[src/rtl/tile_map_arbiter.sv]
// Single-port tile RAM arbiter for the snake grid: VGA reads > map clear > queued game writes.
// Optional macro TILE_BYPASS_EN forwards pending queued writes to reads that hit them.
module tile_map_arbiter #(
  parameter int GRID_W     = 64,
  parameter int GRID_H     = 48,
  parameter int DATA_W     = 2,
  parameter int FIFO_DEPTH = 8
) (
  input  logic                          clk,
  input  logic                          rst,
  input  logic                          rd_req,
  input  logic [5:0]                    rd_x,
  input  logic [5:0]                    rd_y,
  output logic                          rd_valid,
  output logic [DATA_W-1:0]             rd_data,
  input  logic                          wr_valid,
  output logic                          wr_ready,
  input  logic [5:0]                    wr_x,
  input  logic [5:0]                    wr_y,
  input  logic [DATA_W-1:0]             wr_data,
  input  logic                          clr_req,
  output logic                          busy,
  output logic [$clog2(FIFO_DEPTH):0]   fifo_level,
  output logic                          range_err,
  output logic                          ram_en,
  output logic                          ram_we,
  output logic [11:0]                   ram_addr,
  output logic [DATA_W-1:0]             ram_wdata,
  input  logic [DATA_W-1:0]             ram_rdata
);
  localparam int AW    = 12;
  localparam int PW    = $clog2(FIFO_DEPTH);
  localparam int LW    = PW + 1;
  localparam int CELLS = GRID_W * GRID_H;

  typedef enum logic {S_IDLE = 1'b0, S_CLEAR = 1'b1} state_t;

  typedef struct packed {
    logic              bad;
    logic [AW-1:0]     addr;
    logic [DATA_W-1:0] data;
  } entry_t;

  function automatic logic [AW-1:0] cell_addr(input logic [5:0] x, input logic [5:0] y);
    return AW'(y) * AW'(GRID_W) + AW'(x);
  endfunction

  function automatic logic in_grid(input logic [5:0] x, input logic [5:0] y);
    return (int'(x) < GRID_W) && (int'(y) < GRID_H);
  endfunction

  state_t          state, state_nx;
  logic [AW-1:0]   clr_cnt;
  entry_t          fifo_mem [FIFO_DEPTH];
  logic [PW-1:0]   head_ptr, tail_ptr;
  logic [LW-1:0]   level;
  entry_t          head;
  logic [AW-1:0]   rd_addr;
  logic            rd_hit, clr_go, clr_wr, push, pop;
  logic            rd_valid_q, rd_in_q;

  // Handshake: a write transfers on any rising clk edge where wr_valid && wr_ready;
  // wr_ready looks only at the registered level, so a same-cycle pop never frees a slot.
  assign rd_addr    = cell_addr(rd_x, rd_y);
  assign rd_hit     = !rst && rd_req && in_grid(rd_x, rd_y);
  assign clr_go     = !rst && clr_req && (state == S_IDLE);
  assign clr_wr     = !rst && (state == S_CLEAR) && !rd_hit;
  assign head       = fifo_mem[head_ptr];
  assign wr_ready   = !rst && (int'(level) < FIFO_DEPTH);
  assign push       = wr_valid && wr_ready && !clr_go;
  assign pop        = !rst && (level != '0) && !rd_hit && (state == S_IDLE) && !clr_go;
  assign fifo_level = level;
  assign rd_valid   = rd_valid_q;

  always_ff @(posedge clk) begin
    if (rst) state <= S_IDLE;
    else     state <= state_nx;
  end

  always_comb begin
    state_nx = state;
    case (state)
      S_IDLE:  if (clr_go) state_nx = S_CLEAR;
      S_CLEAR: if (clr_wr && (clr_cnt == AW'(CELLS - 1))) state_nx = S_IDLE;
      default: state_nx = S_IDLE;
    endcase
  end

  always_comb begin
    busy      = (state == S_CLEAR);
    ram_en    = 1'b0;
    ram_we    = 1'b0;
    ram_addr  = '0;
    ram_wdata = '0;
    if (rd_hit) begin
      ram_en   = 1'b1;
      ram_addr = rd_addr;
    end else if (clr_wr) begin
      ram_en   = 1'b1;
      ram_we   = 1'b1;
      ram_addr = clr_cnt;
    end else if (pop && !head.bad) begin
      ram_en    = 1'b1;
      ram_we    = 1'b1;
      ram_addr  = head.addr;
      ram_wdata = head.data;
    end
  end

  // A read stalls the clear counter; it simply retries the same address next cycle.
  always_ff @(posedge clk) begin
    if (rst || clr_go) clr_cnt <= '0;
    else if (clr_wr)   clr_cnt <= clr_cnt + AW'(1);
  end

  always_ff @(posedge clk) begin
    if (rst || clr_go) begin
      head_ptr <= '0;
      tail_ptr <= '0;
      level    <= '0;
    end else begin
      if (push) tail_ptr <= tail_ptr + PW'(1);
      if (pop)  head_ptr <= head_ptr + PW'(1);
      case ({push, pop})
        2'b10:   level <= level + LW'(1);
        2'b01:   level <= level - LW'(1);
        default: level <= level;
      endcase
    end
  end

  always_ff @(posedge clk) begin
    if (push) fifo_mem[tail_ptr] <= {!in_grid(wr_x, wr_y), cell_addr(wr_x, wr_y), wr_data};
  end

  always_ff @(posedge clk) begin
    if (rst)                  range_err <= 1'b0;
    else if (pop && head.bad) range_err <= 1'b1;
  end

  always_ff @(posedge clk) begin
    if (rst) begin
      rd_valid_q <= 1'b0;
      rd_in_q    <= 1'b0;
    end else begin
      rd_valid_q <= rd_req;
      rd_in_q    <= rd_hit;
    end
  end

`ifdef TILE_BYPASS_EN
  logic              byp_hit, byp_hit_q, byp_zero_q;
  logic [DATA_W-1:0] byp_data, byp_data_q;

  // Scan oldest to newest so the newest matching entry wins.
  always_comb begin
    byp_hit  = 1'b0;
    byp_data = '0;
    for (int i = 0; i < FIFO_DEPTH; i++) begin
      if (rd_hit && (LW'(i) < level) && !fifo_mem[head_ptr + PW'(i)].bad &&
          (fifo_mem[head_ptr + PW'(i)].addr == rd_addr)) begin
        byp_hit  = 1'b1;
        byp_data = fifo_mem[head_ptr + PW'(i)].data;
      end
    end
  end

  always_ff @(posedge clk) begin
    if (rst) begin
      byp_hit_q  <= 1'b0;
      byp_data_q <= '0;
      byp_zero_q <= 1'b0;
    end else begin
      byp_hit_q  <= byp_hit;
      byp_data_q <= byp_data;
      byp_zero_q <= (state == S_CLEAR);
    end
  end

  assign rd_data = !rd_valid_q            ? '0 :
                   byp_hit_q              ? byp_data_q :
                   (byp_zero_q || !rd_in_q) ? '0 : ram_rdata;
`else
  assign rd_data = (rd_valid_q && rd_in_q) ? ram_rdata : '0;
`endif

endmodule

[config.mk]
export PLATFORM = sky130hd
export DESIGN_NAME = tile_map_arbiter
export DESIGN_NICKNAME = d
export VERILOG_FILES = /design/src/rtl/tile_map_arbiter.sv
export SDC_FILE = /design/constraint.sdc
export NUM_CORES = 1
export LEC_CHECK = 0
export ABC_CLOCK_PERIOD_IN_PS = 3600
export CAP_MARGIN = 20
export CORE_ASPECT_RATIO = 1.75
export CORE_UTILIZATION = 36
export CTS_CLUSTER_DIAMETER = 50
export DETAILED_ROUTE_END_ITERATION = 12
export GPL_TIMING_DRIVEN = 0
export SLEW_MARGIN = 20
export SYNTH_ARGS = -nofsm -noshare
export SYNTH_HDL_FRONTEND = slang
export SYNTH_SLANG_ARGS = --single-unit
[constraint.sdc]
create_clock -name clk -period 3.6 [get_ports clk]
set_clock_uncertainty 0.2 [all_clocks]
set_input_delay 0.72 -clock clk [delete_from_list [all_inputs] [get_ports clk]]
set_output_delay 0.72 -clock clk [all_outputs]
set_load 0.1 [all_outputs]
After elaboration in Yosys (flattened, before gate mapping)

Memory sizes are Yosys's and may differ from the RTL's. A register that Yosys moved wholly into a read port is not among the register bits.
Index checks and enable logic that the tools add are counted.

Flip-flop bits (word level): 26
RAM bits: 120
Input bits: 33
Output and inout port bits: 26
Word-level logic and storage cells: 67
Memories kept: 1

$add $sub $neg: 7
$lt $le $gt $ge: 3
Equal/unequal tests: 3
Multiplexer cells: 19
Bitwise logic cells: 1
Reductions and logical operators: 25

Memory list:

| name     | words | bits a word | rd ports | clocked after memory_dff | wr ports | RTL line | RTL |
|---|---|---|---|---|---|---|---|
| fifo_mem | 8     | 15          | 1        | 1                        | 1        | 54       | `entry_t fifo_mem [FIFO_DEPTH];` |

Operators by type and width:

| cell                    | number |
|---|---|
| $mux W12                | 3 |
| $add A12 B6 Y12         | 2 |
| $logic_and A1 B1 Y1     | 17 |
| $add A12 B1 Y12 const B | 1 |
| $eq A12 B12 Y1 const B  | 1 |
| $lt A6 B6 Y1 const B    | 2 |
| $mux W1                 | 8 |
| $mux W2                 | 4 |
| $pmux W4 S2             | 1 |
| $add A3 B1 Y3 const B   | 2 |
| $mux W3                 | 2 |
| $logic_not A1 Y1        | 5 |
| $add A4 B1 Y4 const B   | 1 |
| $lt A4 B4 Y1 const B    | 1 |
| $reduce_bool A4 Y1      | 1 |
| $sub A4 B1 Y4 const B   | 1 |
| $eq A2 B1 Y1 const B    | 1 |
| $eq A2 B2 Y1 const B    | 1 |
| $pmux W1 S2             | 1 |
| $reduce_bool A2 Y1      | 1 |
| $logic_or A1 B1 Y1      | 1 |
| $not A1 Y1              | 1 |

Depth between registers and ports, before layout

Gate-level depths: netlist of the first run.

Word-level depth: 11
Mapped depth: 11
Mapped depth without buffers: 10

Worst setup path after synthesis of the first run

No wires, ideal clock.

Kind: input to register
Start point: input rst
End point: memory fifo_mem[0][0] (netlist name), enable pin
Setup time: 426 ps
Arrival time: 4317 ps
Data required time: 2974 ps
Slack: -1343 ps
Stages on the path: 4
Buffers on the path: 1
Path through: buf_2 > nor2_1 > nand3_1 > nor4_1

Elaborated cells on any way between the ends: 9
Classes of those cells: mux (2); reduce/logical (7)

RTL lines:

| element                           | RTL line | RTL |
|---|---|---|
| start: declaration                | 10       | `input logic rst,` |
| $logic_not A1 Y1                  | 69       | `assign wr_ready = !rst && (int'(level) < FIFO_DEPTH);` |
| $logic_and A1 B1 Y1               | 69       |  |
| via wr_ready                      | 17       | `output logic wr_ready,` |
| $logic_and A1 B1 Y1 (2 in series) | 70       | `assign push = wr_valid && wr_ready && !clr_go;` |
| $mux W1                           | 133      | `if (push) fifo_mem[tail_ptr] <= {!in_grid(wr_x, wr_y), cell_addr(wr_x, wr_y), wr_data};` |
| $mux W1 (implied by the code)     | 133      |  |
| end: declaration                  | 54       |  |

The timed path passes the listed nets, and every way through them passes these cells.

Worst setup path after layout of the first run

Start point: input clr_req
End point: output ram_addr[7]

Word-level cells in the longest chain between the ends: 8

RTL lines:

| element                           | RTL line | RTL |
|---|---|---|
| start: declaration                | 21       | `input logic clr_req,` |
| $logic_and A1 B1 Y1 (2 in series) | 66       | `assign clr_go = !rst && clr_req && (state == S_IDLE);` |
| $logic_not A1 Y1                  | 71       | `assign pop = !rst && (level != '0) && !rd_hit && (state == S_IDLE) && !clr_go;` |
| $logic_and A1 B1 Y1               | 71       |  |
| via pop                           | 59       | `logic rd_hit, clr_go, clr_wr, push, pop;` |
| $logic_and A1 B1 Y1               | 102      | `end else if (pop && !head.bad) begin` |
| $mux W12                          | 102      |  |
| $mux W12                          | 98       | `end else if (clr_wr) begin` |
| $mux W12                          | 95       | `if (rd_hit) begin` |
| end: declaration                  | 27       | `output logic [11:0] ram_addr,` |

The timed path passes the listed nets, and every way through them passes these cells.

==> flow_metrics.tcl, run 1 <==
set metrics [dict create \
    cts_root_buf "clkbuf_16" \
    cts_max_level 4 \
    synth.area.top_cells "edfxtp_1 59%, mux4_2 11%, dfxtp_1 9.5%" \
    use_met1_pct 17.7 \
    die_area_um2 17500 \
    drc 0 \
    met3_usage_pct 3.26 \
    grt_pass1_wl_mm 20.7 \
    wirelength_mm 13.4 \
    n_fill_cell 1428 \
    gr-total-overflow 0 \
    cp_slowest_cell "clkdlybuf4s50_1" \
    hold_buffers 0 \
    grt_max_degree 17 \
    regToRegSetupSlack_ps 790 \
    synth_area_um2 6110 \
    synth-seq-cells 149 \
    fin_crit_sh_pct 97.8 \
    crit_path_max_fanout 10 \
    area_delta_synth_final_pct 26.3 \
    detailedPlace.worstSlack_ps -1010 \
    cts_made_buffers 17 \
    worstHoldPathType "register to register" \
    syn_nets 409 \
    gp_congestion 0.798 \
    leakage_uw 0.00250 \
    setup_ws_ps 79.8 \
    path_depth 7 \
    core-area_um2 16500 \
    critPathArrivalTime_ps 2600 \
    finalHoldViolCount 0 \
    drv_slew 0 \
    ant_nets 0 \
    crit_path_cell_trace "clkdlybuf4s50_1, or3_1, a211oi_4, nand2b_4, buf_6, o21ai_2, buf_4" \
    startpoint_type "primary input" \
    clkTransAtPathRegs_ps 60 \
    initialDrtViolationCount 202 \
    cts_sinks 149 \
    synthArstFlopShare_pct 0 \
    synth_top_area_share_pct 59.0 \
    rows 62 \
    dieHeight_um 174 \
    vias 3518 \
    grt_pass1_vias 3772 \
    crit_type "primary input to output pin" \
    top_usage_layer "met2" \
    drive_gt1_share_pct 29.1 \
    fmax_mhz 284 \
    cts_tree "yes" \
    grt_usage_pct 16.4 \
    synth_top_cell_by_area "edfxtp_1" \
    min_path_cells 2 \
    crit_family "buffers and inverters" \
    synthCells 370 \
    synth_ff_type "edfxtp_1" \
    port_buffers 57 \
    relSlewSlack_pct 35.1 \
    initial_core_util_pct 37.0 \
    synth-edff-count 120 \
    setup_viol 0 \
    met2_usage_pct 30.4 \
    synth_top_cells_by_count "120 x edfxtp_1, 30 x mux4_2, 29 x dfxtp_1" \
    crit_path_end_kind "output pin" \
    synth_most_common_cell "edfxtp_1" \
    cts.path.max_buffers 2 \
    synth.distinct_cells 46 \
    die_w_um 100 \
    clk-insertion-delay-late_ps 410 \
    hold_ws_ps 288 \
    dp_hpwl_mm 9.65 \
    vias_per_cell 5.06 \
    outcome "completed" \
    antenna_found_initial 0 \
    period_needed_ps 3520 \
    p_total_uw 3750 \
    dr.pass1.iters 4 \
    worst_slew_pin_slew_ps 970 \
    num_io_pins 59 \
    yosys_warnings 0 \
    fin_nets 497 \
    max-vdd-ir-drop_mv 0.240 \
    power_density_nw_per_um2 486 \
    critical_path_required_ps 2680 \
    seq_area_frac_synth_pct 68.5 \
    rsz0062_at_grt "false" \
    reg2regPathDepth 9 \
    avgSynthCellArea_um2 16.5 \
    post_drt_wl_per_cell_um 19.2 \
    cp_num_buf_inv 3 \
    antennaDiodeCount 0 \
    maxCapViolations 0 \
    cpPeakStageDelay_ps 450 \
]
-- state kept, by name, summed over array words and instances, names as in the netlist, named ones only --
register,flops
tail_ptr,3
fifo_level,4
rd_valid,1
range_err,1
clr_cnt,12
head_ptr,3
fifo_mem,120
rd_in_q,1
busy,1
-- worst paths after layout --
check             from            end
max            clr_req    ram_addr[7]
min          range_err      range_err
max reg2reg       busy  fifo_level[2]
min reg2reg  range_err      range_err
-- report_power, final --
part | total [uW] | switching, uW | internal [uW] | leakage [uW]
Clock | 1630 | 684 | 950 | 0.000265
Sequential | 1880 | 8.55 | 1870 | 0.00132
Combinational | 240 | 160 | 79.2 | 0.000917
-- metrics by stage --
step	cells	util (%)	setup TNS [ps]	cell area [um2]
detailed placement	662	43.4	-15240	7180
finish	695	46.7	0	7720
global placement	651	42.6	-74740	7040
floorplan	370	-	-2010	6190
global route	695	46.7	0	7720
CTS	695	46.6	0	7690
-- area by class of cell --
class	instances	area (um2)	share of cell area, %
plain buffers	15	88.8	1.15
clock buffers	17	425	5.51
clock inverters	15	129	1.67
inverters	4	15.0	0.195
multi-input cells	202	1950	25.3
flip-flops and latches	149	4180	54.2
well taps	224	280	3.63
repair buffers	69	642	8.32
-- cell families (layout without fill, tap and decap cells) --
| group | count (synthesis) | count (layout) | synth area share [%] |
|---|---|---|---|
| flip-flops | 149 | 149 | 68.5 |
| AND/OR/NAND/NOR | 88 | 88 | 7.54 |
| multiplexers | 50 | 50 | 14.4 |
| AO/OA/AOI/OAI | 48 | 48 | 5.39 |
| buffers and inverters | 19 | 120 | 1.56 |
| XOR/XNOR | 10 | 10 | 1.43 |
| adder cells (fa/ha/maj) | 6 | 6 | 1.23 |
-- worst register-to-register path: cells and delay by family (launching register included) --
kind	cells	cell delay [ps]
AND/OR/NAND/NOR	3	950
adder cells (fa/ha/maj)	2	590
flip-flops	1	480
AO/OA/AOI/OAI	2	280
XOR/XNOR	2	260
-- cell usage in the layout, fill, tap and decap left out, types with 3 or more instances in the layout --
cell type,n
o221ai_2,4
dfxtp_1,29
or3_1,5
a22oi_1,8
nor2_1,18
ha_1,6
edfxtp_1,120
buf_6,9
buf_2,8
a21oi_2,3
clkinv_4,4
nor3_2,4
nand4_1,5
mux2i_1,18
o21ai_0,4
clkbuf_16,17
xor2_1,5
inv_6,3
o21ai_2,7
xnor2_1,5
o211ai_1,3
nand3_1,5
mux4_2,30
nor2_2,6
clkdlybuf4s50_1,41
buf_4,15
clkbuf_1,3
nand2b_1,7
clkbuf_4,6
nand2_1,17
a21oi_1,9
inv_1,3
-- layer usage --
| layer | wire length (um) | up-vias |
|---|---|---|
| met5 | 0 | - |
| met4 | 268 | 0 |
| met3 | 426 | 14 |
| met2 | 7570 | 86 |
| met1 | 5090 | 1768 |
| li1 | - | 1650 |
-- timing repair --
action / CTS / global route
endpoints found under the setup margin: 16 / 8
resized for setup: 95 / 9
hold endpoints to repair: 0 / 0
pin swaps: 1 / 0
buffers inserted: 1 / 0
No activity file was read; power rests on OpenSTA's default activity.
==> inputs of run 2 (changes only) <==
Settings changed: ABC_AREA from default to 1, ABC_CLOCK_PERIOD_IN_PS 3600 to 4200, CAP_MARGIN 20 to default.
Clock period 3.6 ns to 4.2 ns, I/O delays scaled along.
==> run 2 against run 1 <==
Combinational power rose by 28%. Die area rose by 6.8%. Sequential power fell by 14%. Final cell count rose by 41%. Critical path depth rose by 1. Sequential share of layout area fell by 2.8 points. Power fell by 4.0%. Setup slack improved by 43 ps. Count of clock-buffer cells in the layout rose by 1. Register-to-register slack improved by 740 ps. Synthesized cell count rose by 76%. Worst hold slack got worse by 35 ps. Critical path type unchanged.
==> flow_metrics.tcl, run 2 <==
set metrics [dict create \
    post_drt_wl_per_cell_um 17.2 \
    synth_mux_area_share_pct 0 \
    startpoint_type "primary input" \
    detailedPlace.worstSlack_ps -626 \
    synth-simple-area-share_pct 21.0 \
    fin_nets 776 \
    critPathArrivalTime_ps 3040 \
    switching_share_pct 23.3 \
    rsz0062_at_grt "false" \
    setup_viol 0 \
    p_clk_share_pct 46.4 \
    pwr-share-comb_pct 8.5 \
    yosys_warnings 0 \
    synth_ff_type "edfxtp_1" \
    crit_type "primary input to output pin" \
    worstHoldPathType "register to register" \
    power_density_nw_per_um2 443 \
    setup_ws_ps 123 \
    outcome "completed" \
    synth-edff-count 120 \
    grt_usage_pct 19.1 \
    stdcell_area_um2 8130 \
    drv_slew 0 \
    ant_nets 0 \
    cp_slowest_cell "clkdlybuf4s50_1" \
    synthArstFlopShare_pct 0 \
    final_cell_mix "126 x nand2_1, 120 x edfxtp_1, 83 x nor2_1, 73 x inv_1, 59 x nand3_1" \
    fin_util_pct 46.2 \
    grt_pass1_wl_mm 26.8 \
    p_total_uw 3600 \
    area_delta_synth_final_pct 24.5 \
    drive_gt1_share_pct 13.7 \
    fin_crit_sh_pct 97.1 \
    initial_core_util_pct 37.1 \
    worst_slew_pin_slew_ps 974 \
    initialDrtViolationCount 260 \
    dieHeight_um 180 \
    relSlewSlack_pct 34.9 \
    fmax_mhz 245 \
    seq_area_frac_synth_pct 64.0 \
    synthCells 652 \
    place_area_um2 7520 \
    leakage_uw 0.00313 \
    synth-seq-cells 149 \
    min-delay-start "range_err" \
    cp-startpoint "rst" \
    crit_path_cell_trace "clkdlybuf4s50_1, inv_2, nand3_4, nand3_1, inv_2, nand2_2, o21bai_1, clkdlybuf4s18_2" \
    cts_made_buffers 17 \
    cts_tree "yes" \
    timing.rr.start "fifo_level[3]" \
    wirelength_mm 16.9 \
    gp_congestion 0.868 \
    synth_area_um2 6530 \
    clk-insertion-delay-late_ps 430 \
    grt_max_degree 17 \
    gr-total-overflow 0 \
    critical_path_required_ps 3160 \
    p_seq_share_pct 45.1 \
    drc 0 \
    num_io_pins 59 \
    largest_register_ffs 120 \
    antenna_found_initial 0 \
    synth-xor-area-share_pct 0.268 \
    cts_root_buf "clkbuf_16" \
    maxCapViolations 0 \
    cpPeakStageDelay_ps 630 \
    reg2regPathDepth 6 \
    period_needed_ps 4080 \
    die_w_um 104 \
    die_area_um2 18700 \
    reg2reg_to "fifo_mem[3][3]" \
    synthAdderAreaFrac_pct 1.15 \
    n_fill_cell 1647 \
    finalNonFillerCells 982 \
    grt_pass1_vias 4998 \
    port_buffers 58 \
    synth_top_cells_by_count "126 x nand2_1, 120 x edfxtp_1, 91 x nor2_1" \
    synth_top_cell_by_area "edfxtp_1" \
    synth.area.top_cells "edfxtp_1 55%, dfxtp_1 8.9%, nand2_1 7.2%" \
    clkTransAtPathRegs_ps 60 \
    dr.pass1.iters 5 \
    synth_top_area_share_pct 55.2 \
    core-area_um2 17600 \
    synth.distinct_cells 32 \
    cts_sinks 149 \
    rows 64 \
    synth_compound_area_share_pct 6.57 \
    finalHoldViolCount 0 \
    syn_nets 691 \
    vias_per_cell 4.99 \
    cts_max_level 4 \
    internal-power_uw 2760 \
    max-vdd-ir-drop_mv 0.266 \
    regToRegSetupSlack_ps 1530 \
    crit_path_max_fanout 8 \
    final_common_cell "nand2_1" \
    synth_most_common_cell "nand2_1" \
    crit_path_end_kind "output pin" \
    cpMostUsedCell "inv_2" \
    dp.cells 949 \
    min_path_cells 2 \
    cts.path.max_buffers 2 \
    synth_top_family_by_area "simple AND/OR/NAND/NOR gates" \
    dp_hpwl_mm 12.2 \
    top_register "fifo_mem" \
    avgSynthCellArea_um2 10.0 \
    vias 4902 \
    power_switching_uw 839 \
    hold_path_end "range_err" \
]
run 2: changes by cell type after synthesis, sizes merged, moves of 5 or more:
cell    previous run  this run
mux2i             18         0
mux4              30         0
nand4              5        11
nor2              25        92
nand2             17       129
or2                1        14
o211ai             3         8
a22oi              8         0
o21ai             11        43
inv                4        77
or3                5         0
nand2b             9         0
nand3              5        61
buf               10        18
run 2: power by group through the flow:
stage                     logic (uW)  clock network, uW  registers (uW)
final                            306               1670            1620
after floorplan                  166                  0            1690
after CTS                        308               1690            1620
after global placement           301                  0            1660
after detailed placement         311                  0            1660
after global routing             327               1750            1630
run 2: critical path: cells and delay by family:
| kind | cells | cell delay [ps] |
|---|---|---|
| AND/OR/NAND/NOR | 3 | 500 |
| AO/OA/AOI/OAI | 1 | 190 |
| buffers and inverters | 4 | 1490 |
run 2: what timing repair did:
action	in CTS	in global routing
hold buffers	0	0
pin swaps	0	0
resized for setup	63	15
setup buffers	0	0
endpoints found under the setup margin	16	10
run 2: kinds of logic (layout without fill, tap and decap cells):
family / after synthesis / in the layout
DFF: 149 / 149
AOI/OAI and AO/OA: 76 / 76
xor gates and xnor gates: 2 / 2
buffers and inverters: 103 / 201
and+or+nand+nor: 316 / 316
adders and majority gates: 6 / 6
other: 0 / 1
run 2: worst max path at each step:
stage                  endpoint  slack [ps]  depth (start not counted)
floorplan           ram_addr[4]         110                          6
global placement    ram_addr[7]        -610                          6
detailed placement  ram_addr[6]        -630                          8
CTS                 ram_addr[5]           1                          9
global route        ram_addr[9]           2                          8
finish              ram_addr[4]         120                          8
run 2: final cells by class:
cell class	instances	area, um2	area share, %
well taps	231	289	3.55
inverters	77	289	3.55
flip-flops and latches	149	4180	51.5
clock buffers	18	429	5.28
clock inverters	14	223	2.74
repair buffers	66	634	7.80
diodes	1	2.50	0.0308
plain buffers	26	165	2.03
multi-input cells	400	1920	23.6
run 2: metrics by stage:
step                hold slack [ps]  setup TNS (ps)
floorplan                       248               0
global placement                240          -19280
detailed placement              244           -8830
CTS                             254               0
global route                    312               0
finish                          253               0
run 2: routing by layer:
| metal | GRT usage [%] | wire length [um] |
|---|---|---|
| met1 | 19.0 | 6210 |
| met2 | 36.3 | 9410 |
| met3 | 3.91 | 715 |
| met4 | 10.5 | 576 |
| met5 | 0 | 0 |
==> inputs of run 3 (changes only) <==
Settings changed: ABC_CLOCK_PERIOD_IN_PS 4200 to 3900, CTS_CLUSTER_SIZE from default to 30.
Clock period 4.2 ns to 3.9 ns, I/O delays scaled along.
==> run 3 against run 2 <==
Via count is the same. Clock power grew 8%. Sequential cell count is the same. Largest cell class unchanged. Critical path depth is the same. Die area is the same. Global-route usage is essentially flat. Power grew 7.6%. Setup slack gained 92 ps.
==> flow_metrics.tcl, run 3 (synthesis results as in run 2) <==
set metrics [dict create \
    finalNonFillerCells 981 \
    rsz0062_at_grt "false" \
    place_area_um2 7520 \
    core-area_um2 17600 \
    grt_pass1_wl_mm 26.8 \
    vias_per_cell 5.00 \
    grt_pass1_vias 4996 \
    p_seq_share_pct 45.1 \
    p_clk_share_pct 46.4 \
    gp_congestion 0.868 \
    die_area_um2 18700 \
    outcome "completed" \
    clkTransAtPathRegs_ps 60 \
    cp-startpoint "rd_y[4]" \
    clk-insertion-delay-late_ps 430 \
    worst_slew_pin_slew_ps 974 \
    crit_path_max_fanout 8 \
    n_fill_cell 1650 \
    hold_buffers 0 \
    area_delta_synth_final_pct 24.4 \
    finalHoldViolCount 0 \
    port_buffers 58 \
    timing.rr.start "fifo_level[3]" \
    cts_tree "yes" \
    final_common_cell "nand2_1" \
    max-vdd-ir-drop_mv 0.285 \
    critPathArrivalTime_ps 2700 \
    antenna_found_initial 0 \
    fin_nets 776 \
    num_io_pins 59 \
    worstHoldPathType "register to register" \
    dr.pass1.iters 5 \
    antennaDiodeCount 0 \
    initial_core_util_pct 37.1 \
    largest_register_ffs 120 \
    startpoint_type "primary input" \
    cts_made_buffers 17 \
    critical_path_required_ps 2920 \
    post-cts-setup-buffers 0 \
    period_needed_ps 3680 \
    final_cell_mix "126 x nand2_1, 120 x edfxtp_1, 83 x nor2_1, 73 x inv_1, 59 x nand3_1" \
    internal-power_uw 2980 \
    relSlewSlack_pct 34.9 \
    dp.cells 949 \
    initialDrtViolationCount 271 \
    dp_hpwl_mm 12.2 \
    dieHeight_um 180 \
    drive_gt1_share_pct 13.7 \
    stdcell_area_um2 8130 \
    gr-total-overflow 0 \
    fmax_mhz 271 \
    rows 64 \
    crit_path_end_kind "output pin" \
    pwr-share-comb_pct 8.5 \
    cts_max_level 4 \
    wirelength_mm 17.0 \
    maxCapViolations 0 \
    cts_root_buf "clkbuf_16" \
    cts_sinks 149 \
    setup_viol 0 \
    crit_type "primary input to output pin" \
    post_drt_wl_per_cell_um 17.3 \
    fin_util_pct 46.1 \
    drc 0 \
    leakage_uw 0.00315 \
    die_w_um 104 \
    grt_usage_pct 19.1 \
    vias 4902 \
    power_switching_uw 901 \
    drv_slew 0 \
    fin_crit_sh_pct 94.5 \
    grt_max_degree 17 \
    power_density_nw_per_um2 477 \
    min-delay-start "range_err" \
    top_register "fifo_mem" \
    cts.path.max_buffers 2 \
    switching_share_pct 23.2 \
    hold_ws_ps 253 \
    ant_nets 0 \
]
-- run 3: cell types whose count changed in the layout (fill, tap and decap cells not counted), sizes merged --
cell / previous run / this run
clkdlybuf4s18: 2 / 0
buf: 34 / 42
diode: 1 / 0
dlymetal6s2s: 0 / 1
clkbuf: 30 / 26
clkdlybuf4s50: 42 / 41
clkdlybuf4s15: 2 / 0
-- run 3: layout make-up --
type                       count  area, um2  share of cell area (%)
clock inverter                14        223                    2.74
multi-input combinational    400       1920                    23.6
buffer                        26        165                    2.03
timing repair buffer          66        632                    7.78
inverter                      77        289                    3.56
clock buffer                  18        429                    5.28
sequential                   149       4180                    51.5
tap                          231        289                    3.56
-- run 3: repair_timing --
item | 4_1_cts | 5_1_grt
gates cloned | 0 | 0
endpoints found under the setup margin | 16 | 14
gates resized for setup | 89 | 4
-- run 3: power by group through the flow --
stage	clock, uW	combinational [uW]	sequential, uW
detailed placement	0	335	1780
CTS	1820	332	1750
finish	1800	329	1750
global placement	0	324	1780
global route	1880	352	1750
floorplan	0	179	1820
-- run 3: through the flow --
step / power [uW] / worst slack, ps / setup TNS, ps
4_1_cts: 3900 / 2.77 / 0
3_3_place_gp: 2110 / -788 / -44650
6_report: 3880 / 215 / 0
2_1_floorplan: 1990 / -133 / -461
5_1_grt: 3990 / 111 / 0
3_5_place_dp: 2120 / -806 / -11710
-- run 3: critical path: stages --
cell and delay (ps):
clkdlybuf4s50_1 520, nand2_1 110, nand3_4 110, nand3_1 170, inv_2 200, nand2_2 190
o21bai_1 180, buf_2 440
-- run 3: final timing paths --
kind	end	slack [ps]	depth (start not counted)
setup / recovery	ram_addr[4]	220	8
hold reg to reg	range_err	250	2
hold / removal	range_err	250	2
setup reg to reg	fifo_mem[3][3]	1220	6
-- run 3: per-layer routing --
metal / global-route usage [%] / vias up / share of wire, %
li1: - / 2365 / -
met5: 0 / - / 0
met2: 36.3 / 138 / 55
met1: 19.0 / 2352 / 37
met4: 10.5 / 0 / 3.5
met3: 3.83 / 47 / 4.0
